### config.mk
export PLATFORM = sky130hd
export DESIGN_NAME = pwm_capture
export DESIGN_NICKNAME = d
export VERILOG_FILES = /design/src/rtl/pwm_capture.sv
export SDC_FILE = /design/constraint.sdc
export NUM_CORES = 1
export LEC_CHECK = 0
export BUFFER_PORTS_ARGS = -buffer_cell sky130_fd_sc_hd__buf_2
export CAP_MARGIN = 40
export CORE_MARGIN = 10
export CORE_UTILIZATION = 45
export DETAILED_ROUTE_END_ITERATION = 12
export MAX_ROUTING_LAYER = met4
export SKIP_CTS_REPAIR_TIMING = 1
export SYNTH_ARGS = -nofsm -noshare
export SYNTH_HDL_FRONTEND = slang
export SYNTH_SLANG_ARGS = --single-unit
### constraint.sdc
create_clock -name clk -period 4 [get_ports clk]
set_input_delay 0.8 -clock clk [delete_from_list [all_inputs] [get_ports clk]]
set_output_delay 0.8 -clock clk [all_outputs]
set_load 0.005 [all_outputs]
### src/rtl/pwm_capture.sv
`default_nettype none
// +----------------------------------------------------------------------------+
// | pwm_capture: per-channel PWM high-time measurement over hsync frames,      |
// | with a snapshot buffer drained one word per channel over valid/ready.      |
// | Revision: 1.0                                                              |
// +----------------------------------------------------------------------------+
module pwm_capture #(
    parameter int DWIDTH = 8,
    parameter int STAGE  = 8,
    localparam int CHW   = (STAGE > 1) ? $clog2(STAGE) : 1
) (
    input  logic              clk,
    input  logic              rst,
    input  logic              start,
    input  logic              hsync,
    input  logic [STAGE-1:0]  pwm_in,
    input  logic              ready,
    output logic              valid,
    output logic [DWIDTH-1:0] data,
    output logic [CHW-1:0]    ch,
    output logic              overrun
);

    localparam logic [DWIDTH-1:0] C_MAX  = '1;
    localparam logic [CHW-1:0]    C_LAST = CHW'(STAGE - 1);

    typedef enum logic [1:0] {
        S_IDLE = 2'd0,
        S_ARM  = 2'd1,
        S_RUN  = 2'd2
    } state_t;

    state_t            r_state;
    state_t            w_state_nxt;
    logic              w_frame_end;
    logic              w_load;

    logic [DWIDTH-1:0] r_cnt  [STAGE];
    logic [DWIDTH-1:0] r_snap [STAGE];
    logic              r_valid;
    logic [CHW-1:0]    r_ch;
    logic              r_ovr;

    logic              w_xfer;
    logic              w_last_xfer;
    logic              w_accept;
    logic              w_drop;

    always_ff @(posedge clk) begin
        if (!rst) begin
            r_state <= S_IDLE;
        end else begin
            r_state <= w_state_nxt;
        end
    end

    always_comb begin
        w_state_nxt = r_state;
        w_frame_end = 1'b0;
        w_load      = 1'b0;
        if (!start) begin
            w_state_nxt = S_IDLE;
        end else begin
            case (r_state)
                S_IDLE: w_state_nxt = S_ARM;
                S_ARM: begin
                    if (hsync) begin
                        w_state_nxt = S_RUN;
                        w_load      = 1'b1;
                    end
                end
                S_RUN: begin
                    if (hsync) begin
                        w_frame_end = 1'b1;
                        w_load      = 1'b1;
                    end
                end
                default: w_state_nxt = S_IDLE;
            endcase
        end
    end

    // A frame end may reuse the buffer only if it is empty or its last word leaves this cycle.
    assign w_xfer      = r_valid && ready;
    assign w_last_xfer = w_xfer && (r_ch == C_LAST);
    assign w_accept    = w_frame_end && (!r_valid || w_last_xfer);
    assign w_drop      = w_frame_end && !w_accept;

    always_ff @(posedge clk) begin
        if (!rst || !start) begin
            for (int i = 0; i < STAGE; i++) begin
                r_cnt[i] <= '0;
            end
        end else begin
            for (int i = 0; i < STAGE; i++) begin
                if (w_load) begin
                    r_cnt[i] <= DWIDTH'(pwm_in[i]);
                end else if ((r_state == S_RUN) && pwm_in[i] && (r_cnt[i] != C_MAX)) begin
                    r_cnt[i] <= r_cnt[i] + DWIDTH'(1);
                end
            end
        end
    end

    always_ff @(posedge clk) begin
        if (!rst) begin
            for (int i = 0; i < STAGE; i++) begin
                r_snap[i] <= '0;
            end
        end else if (w_accept) begin
            for (int i = 0; i < STAGE; i++) begin
                r_snap[i] <= r_cnt[i];
            end
        end
    end

    always_ff @(posedge clk) begin
        if (!rst || !start) begin
            r_valid <= 1'b0;
            r_ch    <= '0;
        end else if (w_accept) begin
            r_valid <= 1'b1;
            r_ch    <= '0;
        end else if (w_xfer) begin
            if (r_ch == C_LAST) begin
                r_valid <= 1'b0;
                r_ch    <= '0;
            end else begin
                r_ch    <= r_ch + CHW'(1);
            end
        end
    end

    always_ff @(posedge clk) begin
        if (!rst) begin
            r_ovr <= 1'b0;
        end else begin
            r_ovr <= w_drop;
        end
    end

    assign valid   = r_valid;
    assign ch      = r_ch;
    assign data    = r_valid ? r_snap[r_ch] : '0;
    assign overrun = r_ovr;

endmodule
`default_nettype wire

== Yosys cells after proc, flatten, opt, wreduce, memory -nomap -nowiden ==
Memory sizes are Yosys's and may differ from the RTL's. A register that Yosys moved wholly into a read port is not among the register bits.
Cells that the tools add are included.

* Bits in registers: 7
* RAM bits: 128
* Input bits: 13
* Output and inout port bits: 13
* Logic and storage cells: 165
* Memories: 2

{| class="wikitable"
|+ Memories
! name !! words !! width !! read ports !! clocked after Yosys merged registers in !! wr ports !! line !! source
|-
| r_cnt || 8 || 8 || 8 || 0 || 8 || 38 || <nowiki>logic [DWIDTH-1:0] r_cnt [STAGE];</nowiki>
|-
| r_snap || 8 || 8 || 1 || 1 || 8 || 39 || <nowiki>logic [DWIDTH-1:0] r_snap [STAGE];</nowiki>
|}

* $add $sub $neg: 9
* Equal/unequal tests: 12
* Multiplexer cells: 79
* Bitwise gates (word level): 25
* Reductions and logical operators: 34

{| class="wikitable"
|+ Operator list
! kind !! number
|-
| $mux W8 || 25
|-
| $add A8 B1 Y8 const B || 8
|-
| $ne A8 B8 Y1 const B || 8
|-
| $mux W1 || 49
|-
| $or A1 B1 Y1 || 24
|-
| $logic_and A1 B1 Y1 || 20
|-
| $mux W3 || 3
|-
| $pmux W2 S3 || 1
|-
| $reduce_and A2 Y1 || 3
|-
| $logic_not A1 Y1 || 4
|-
| $reduce_bool A2 Y1 || 2
|-
| $reduce_or A2 Y1 || 2
|-
| $add A3 B1 Y3 const B || 1
|-
| $eq A3 B3 Y1 const B || 1
|-
| $eq A2 B1 Y1 const B || 1
|-
| $eq A2 B2 Y1 const B || 1
|-
| $logic_not A2 Y1 || 1
|-
| $logic_or A1 B1 Y1 || 2
|-
| $mux W2 || 1
|-
| $ne A2 B2 Y1 const B || 1
|-
| $not A1 Y1 || 1
|}

== Logic depth before layout (Yosys ltp) ==
Gate-level depths: netlist of the first run.

* Depth in word-level cells: 9
* Mapped depth: 7
* Depth with buffers taken out: 5

== Worst setup path after synthesis of the first run ==
No wires, ideal clock.

* Path kind: input -> register
* Start: input rst
* End: memory r_snap[0][0] (enable)
* Setup time: 689 ps
* Arrival time: 2,236 ps
* Required time: 3,311 ps
* Path slack: 1,075 ps
* Cell stages on the path: 3
* Path buffers: 2
* Cell sequence: buf_2 clkbuf_1 nand2_1

{| class="wikitable"
|+ RTL lines
! what !! line !! source
|-
| from (decl) || 13 || <nowiki>input logic rst,</nowiki>
|-
| to (decl) || 39 ||
|}

==> summary.txt, run 1 <==
Timing
  – Final Hold Fails: 0
  – F_max: roughly 0.33 GHz
  – Minimum clock period: 3020 ps
  – Slew @ Worst Pin: approximately 800 ps
  – Slew HR: 46.9%
  – Setup TNS: 0 ps
  – RSZ-0062 raised after global routing: no
  – Crit share post-route: 75.4%
  – Endpoints failing setup: 0
  – Final Skew: 8.27 ps
  – Count of final max-slew check failures: 0
  – Worst hold margin: 514 ps

Power and ir drop
  – Pwr Total: 3.26 mW
  – Cell-internal power: 2.54 mW
  – Comb power frac: 4.4%
  – Pleak: between 2 and 3 nW
  – Worst vdd ir: 277 uV
  – Sw frac: 22.0%
  – Seq pwr share: 52.4%
  – Clock Power Share: a little over two fifths
  – Psw: 0.715 mW
  – Pwr Density: 419 mW/mm^2

Route
  – Drt wl/cell: 19.6 microns
  – Drc violations: 0
  – 1st-iter DRT viols: ~460
  – Via density: 5.91
  – Via count: 4678
  – DR pass1 iterations: 7
  – ANT nets after route: 0
  – Total Wirelength: 15500 microns

Worst hold path
  – Min-delay worst type: register to register
  – HP Start: ch[2]

Yosys
  – Post-synthesis sequential area ratio: 59.1%
  – Share of the synthesized area in the top cell type: 56.2%
  – Netlist cell types: 47
  – Synth Area in Compound Gates: 9.27%
  – Mapped Area: 0.00684 sq mm
  – Syn Area/Cell: 12.5 sq um
  – Adder-cell share of the synthesized area: 2.56%
  – Simple-gate share of the synthesized area: 18.0%
  – Syn Inst Count: around 550
  – Synth top area cells: edfxtp_1 (56%), and2_1 (5.7%), mux4_2 (3.3%)
  – Async set-reset flop share out of synthesis: 0%
  – Synth Area in XOR/XNOR: under 10%
  – Main synth FF type: edfxtp_1
  – Yosys warnings: 0
  – Largest family of logic cells by synthesized area: simple AND/OR/NAND/NOR gates
  – Mux cell area share after synthesis: around 5.7%
  – #FFs+latches synth: 138
  – EDFF count, synth: 128
  – Synth area leader: edfxtp_1
  – Post-synthesis net count: 575

Clock network
  – Worst-skew pair later-pin latency: 420 ps
  – Reg clk slew, reported paths: 60 ps
  – CTS tree: done
  – H-tree Lvls: 4
  – Clock tree buffer depth: 2
  – Total CTS buffers: 17
  – Clock Sinks: around 140
  – Root buffer cell: clkbuf_16

Setup path
  – Critical R2R Launch: r_state[0]
  – Slowest stage delay, CP: 630 ps
  – CP max stage cell: dfxtp_1
  – Crit path max fanout: 9
  – CP endpoint kind: output port
  – Data required, critical path: roughly 3200 ps
  – Crit-path cells: buf_8 -> mux4_1 -> a22o_1 -> buf_2
  – CP arrival: 2220 ps
  – Startpoint types: register
  – CP Class: register to output port

Place
  – DP Cell Count: between 700 and 800
  – Dpl hpwl: 11300 microns
  – Port Buffers: 25
  – Final GP Congestion: 0.887

Cells and area
  – FF+latch area: 0.00404 sq mm
  – Final #Nets: 618
  – Share of cells above drive strength 1: about 14%
  – Fill count: 1267
  – Commonest non-fill, non-tap cell in the layout: edfxtp_1
  – Footprint of the multi-input gates: 0.00261 sq mm
  – Final non-filler cell total: 792
  – Antenna Cells: 0
  – Synth-to-Final Area Change: 13.6%
  – Most frequent cells in the layout: edfxtp_1 (128), and2_1 (62), nand2_1 (32)

Global route
  – Gr usage total: 16.1%
  – Number of global-route vias before repair: 4488
  – Largest net degree at the start of global routing: 36
  – Global-route wire length before repair: 24600 microns
  – Grt total ovfl: 0
  – Initial antenna violation count: 0

Floorplan
  – Die W: 143 microns
  – Core area: 0.0150 sq mm
  – Num rows: 45
  – Die area: 0.0205 sq mm
  – DIE HEIGHT: 143 microns
  – Initial Utilization: 45.5%
  – IO Pins: 26

Run
  – Max Cap Viol: 0

Run status
  – Outcome: completed
-- cells by family after synthesis --
kind of cell / count (synthesis)
flops: 138
xor+xnor: 20
mux: 17
simple gates: 220
buf+inv: 41
fa+ha+maj: 14
compound gates: 98
-- worst max-delay path: cells and delay by family, from the launching register on --
kind	cells	cell delay, ps
buffers and inverters	2	360
AO/OA/AOI/OAI	1	260
flip-flops	1	630
multiplexers	1	560
-- state kept, by name, indices dropped and copies added, names as in the netlist, named ones only --
name / flops
ch: 3
overrun: 1
r_cnt: 64
r_snap: 64
r_state: 2
valid: 1
-- synth_stat cells (all sizes together), types with 2 or more instances --
| cell | number |
|---|---|
| ha | 14 |
| o311a | 2 |
| xor2 | 6 |
| clkbuf | 9 |
| o21ai | 27 |
| nand2 | 33 |
| and4 | 2 |
| buf | 9 |
| nor3 | 12 |
| mux4 | 16 |
| nand4 | 20 |
| a21oi | 25 |
| inv | 23 |
| or4 | 3 |
| o21bai | 5 |
| nand4b | 2 |
| and3 | 2 |
| o41ai | 5 |
| nand3 | 24 |
| o31ai | 3 |
| dfxtp | 10 |
| a211oi | 9 |
| nor2 | 24 |
| a311oi | 3 |
| a22o | 8 |
| or3b | 2 |
| and2 | 62 |
| nor3b | 13 |
| a31oi | 6 |
| or3 | 11 |
| nor4 | 7 |
| edfxtp | 128 |
| xnor2 | 14 |
| nor2b | 2 |
-- per-layer routing --
metal / part of all wire [%] / GRT usage [%] / vias up
met1: 46 / 21.4 / 2289
met4: 1.9 / 6.07 / 0
met5: 0 / - / -
met3: 7.0 / 3.76 / 25
li1: - / - / 2194
met2: 45 / 23.7 / 170
-- layout make-up --
class	instances	share of cell area [%]
Sequential cell	138	52.0
Tap cell	188	3.03
Timing Repair Buffer	42	3.41
Clock inverter	8	0.596
Clock buffer	24	6.21
Multi-Input combinational cell	369	33.6
Inverter	23	1.11
-- power groups by stage --
stage          Combinational, mW  Sequential, mW  Clock (mW)
3_3_place_gp               0.136            1.73           0
6_report                   0.144            1.71        1.41
5_1_grt                    0.159            1.71        1.49
3_5_place_dp               0.144            1.73           0
4_1_cts                    0.145            1.70        1.43
2_1_floorplan             0.0912            1.71           0
-- through the flow --
step,area (sq um),utilization (%),worst slack (ps)
floorplan,6840,-,1080
global placement,7210,48.0,1190
detailed placement,7240,48.2,1090
CTS,7770,51.7,946
global route,7770,51.7,890
finish,7770,51.7,984
-- path summary, 6_finish.rpt --
path / slack, ps / cells after the start / to
worst max register to register: 1280 / 5 / r_cnt[1][12]
worst min register to register: 510 / 2 / ch[2]
worst min-delay path: 510 / 2 / ch[2]
worst max-delay path: 980 / 4 / data[4]
(Power assumes the default switching activity.)
==> inputs of run 2 (changes only) <==
clock period = 2.8 ns   (was 4 ns; I/O delays follow)
==> run 2 against run 1 <==
Against the previous run:
- non-clock buffer count rose by 11
- flip-flop and latch count did not move
- final area rose by 1.6%
- critical path depth fell by 1
- sequential share of layout area fell by 0.83 points
- register-to-register slack got worse by 940 ps
- clock skew fell by 2.2 ps
- clock power rose by 64%
- first-iteration DRC count fell by 12%
- critical path type unchanged
- critical endpoint is now data[3]
- largest cell class unchanged
- largest power group unchanged
==> summary.txt, run 2 (same netlist as run 1, synthesis figures left out) <==
Clock network
  – Root buffer cell: clkbuf_16
  – Worst-skew pair later-pin latency: 420 ps (about the same)
  – Clock tree buffer depth: 2 (unchanged)
  – Total CTS buffers: 17 (unchanged)
  – CTS tree: done
  – Clock Sinks: 138 (unchanged)
  – Reg clk slew, reported paths: 60 ps (about the same)
  – H-tree Lvls: 4 (unchanged)

Route
  – Via density: 5.87 (-0.70%)
  – 1st-iter DRT viols: 400 (-12%)
  – Total Wirelength: 15500 microns (-0.32%)
  – ANT nets after route: 0 (unchanged)
  – Drc violations: 0 (unchanged)
  – Drt wl/cell: 19.3 microns (-1.6%)
  – DR pass1 iterations: 5 (-2)
  – Via count: 4704 (+0.56%)

Timing
  – Setup TNS: 0 ps (unchanged)
  – Crit share post-route: 93.4%
  – Setup WS post-layout: 186 ps (-799 ps)
  – Endpoints failing setup: 0 (unchanged)
  – RSZ-0062 raised after global routing: no
  – F_max: 0.383 GHz
  – Minimum clock period: 2610 ps
  – Slew @ Worst Pin: 760 ps (-36.4 ps)
  – Slew HR: 49.3% (+2.4 points)
  – Count of final max-slew check failures: 0 (unchanged)
  – Worst hold margin: 440 ps (-74.4 ps)
  – Final Skew: 6.04 ps (-2.23 ps)
  – Final Hold Fails: 0 (unchanged)

Floorplan
  – Die W: 143 microns (unchanged)
  – Die area: 0.0205 sq mm (unchanged)
  – IO Pins: 26 (unchanged)
  – Initial Utilization: 45.5% (unchanged)
  – Core area: 0.0150 sq mm (unchanged)
  – DIE HEIGHT: 143 microns (unchanged)
  – Num rows: 45 (unchanged)

Cells and area
  – Share of cells above drive strength 1: 16.1% (+1.9 points)
  – Post-route cell area: 0.00790 sq mm (+1.6%)
  – Commonest non-fill, non-tap cell in the layout: edfxtp_1
  – Antenna Cells: 0 (unchanged)
  – Final #Nets: 629 (+1.8%)
  – Synth-to-Final Area Change: 15.5%
  – Most frequent cells in the layout: edfxtp_1 (128), and2_1 (62), buf_2 (33)
  – Fill count: 1275 (+0.63%)

Global route
  – Number of global-route vias before repair: 4612 (+2.8%)
  – Global-route wire length before repair: 25000 microns (+1.6%)
  – Initial antenna violation count: 0 (unchanged)
  – Largest net degree at the start of global routing: 42 (+17%)
  – Gr usage total: 16.3% (+0.15 points)
  – Grt total ovfl: 0 (unchanged)

Worst hold path
  – Min-delay worst type: input port to register

Setup path
  – CP Class: register to output port
  – Crit path max fanout: 16 (+7)
  – Data required, critical path: 2240 ps (-960 ps)
  – CP arrival: 2050 ps (-170 ps)
  – CP endpoint kind: output port
  – Startpoint types: register

Place
  – Dpl hpwl: 11100 microns (-1.7%)
  – Pre-CTS setup slack: 306 ps (-788 ps)
  – Area post-placement: 0.00729 sq mm (+0.69%)
  – Final GP Congestion: 0.866 (-2.3%)
  – Port Buffers: 25 (unchanged)

Run status
  – Outcome: completed

Power and ir drop
  – Worst vdd ir: 430 uV (+55%)
  – Pwr Density: 626 mW/mm^2 (+50%)
  – Pleak: 2.74 nW (+2.3%)

Run
  – Max Cap Viol: 0 (unchanged)
-- run 2: layout make-up --
class | count | area (sq um) | area share (%)
repair buffers | 53 | 315 | 3.99
multi-input cells | 369 | 2610 | 33.1
well taps | 188 | 235 | 2.98
inverters | 23 | 86.3 | 1.09
clock buffers | 17 | 425 | 5.39
clock inverters | 14 | 180 | 2.28
flip-flops and latches | 138 | 4040 | 51.2
-- run 2: path summary, 6_finish.rpt --
kind	from	end	slack, ps	cells past startpoint
setup / recovery	register	data[3]	190	3
hold / removal	pwm_in[2]	r_cnt[0][16]	440	3
setup reg to reg	r_state[0]	r_cnt[0][7]	340	6
hold reg to reg	ch[1]	ch[1]	500	2
-- run 2: routing by layer --
| layer | wire, microns | global-route usage, % |
|---|---|---|
| met1 | 7300 | 21.7 |
| met2 | 6830 | 23.2 |
| met3 | 850 | 3.66 |
| met4 | 494 | 7.63 |
| met5 | 0 | - |
-- run 2: power breakdown --
group / total, mW / internal [mW] / switching (mW)
Combinational: 0.203 / 0.0807 / 0.122
Sequential: 2.43 / 2.35 / 0.0861
Clock: 2.31 / 1.47 / 0.840
Total: 4.95 / 3.90 / 1.05
-- run 2: metrics by stage --
| stage | std cells | power (mW) | utilization, % |
|---|---|---|---|
| floorplan | 548 | 2.57 | - |
| global placement | 763 | 2.66 | 48.2 |
| detailed placement | 771 | 2.68 | 48.5 |
| CTS | 802 | 4.97 | 52.5 |
| global route | 802 | 5.10 | 52.5 |
| finish | 802 | 4.95 | 52.5 |
-- run 2: worst max-delay path, cell delays in order, from the launching register on --
cell	delay [ps]
dfxtp_1	800
mux4_1	410
a22o_1	280
buf_2	130
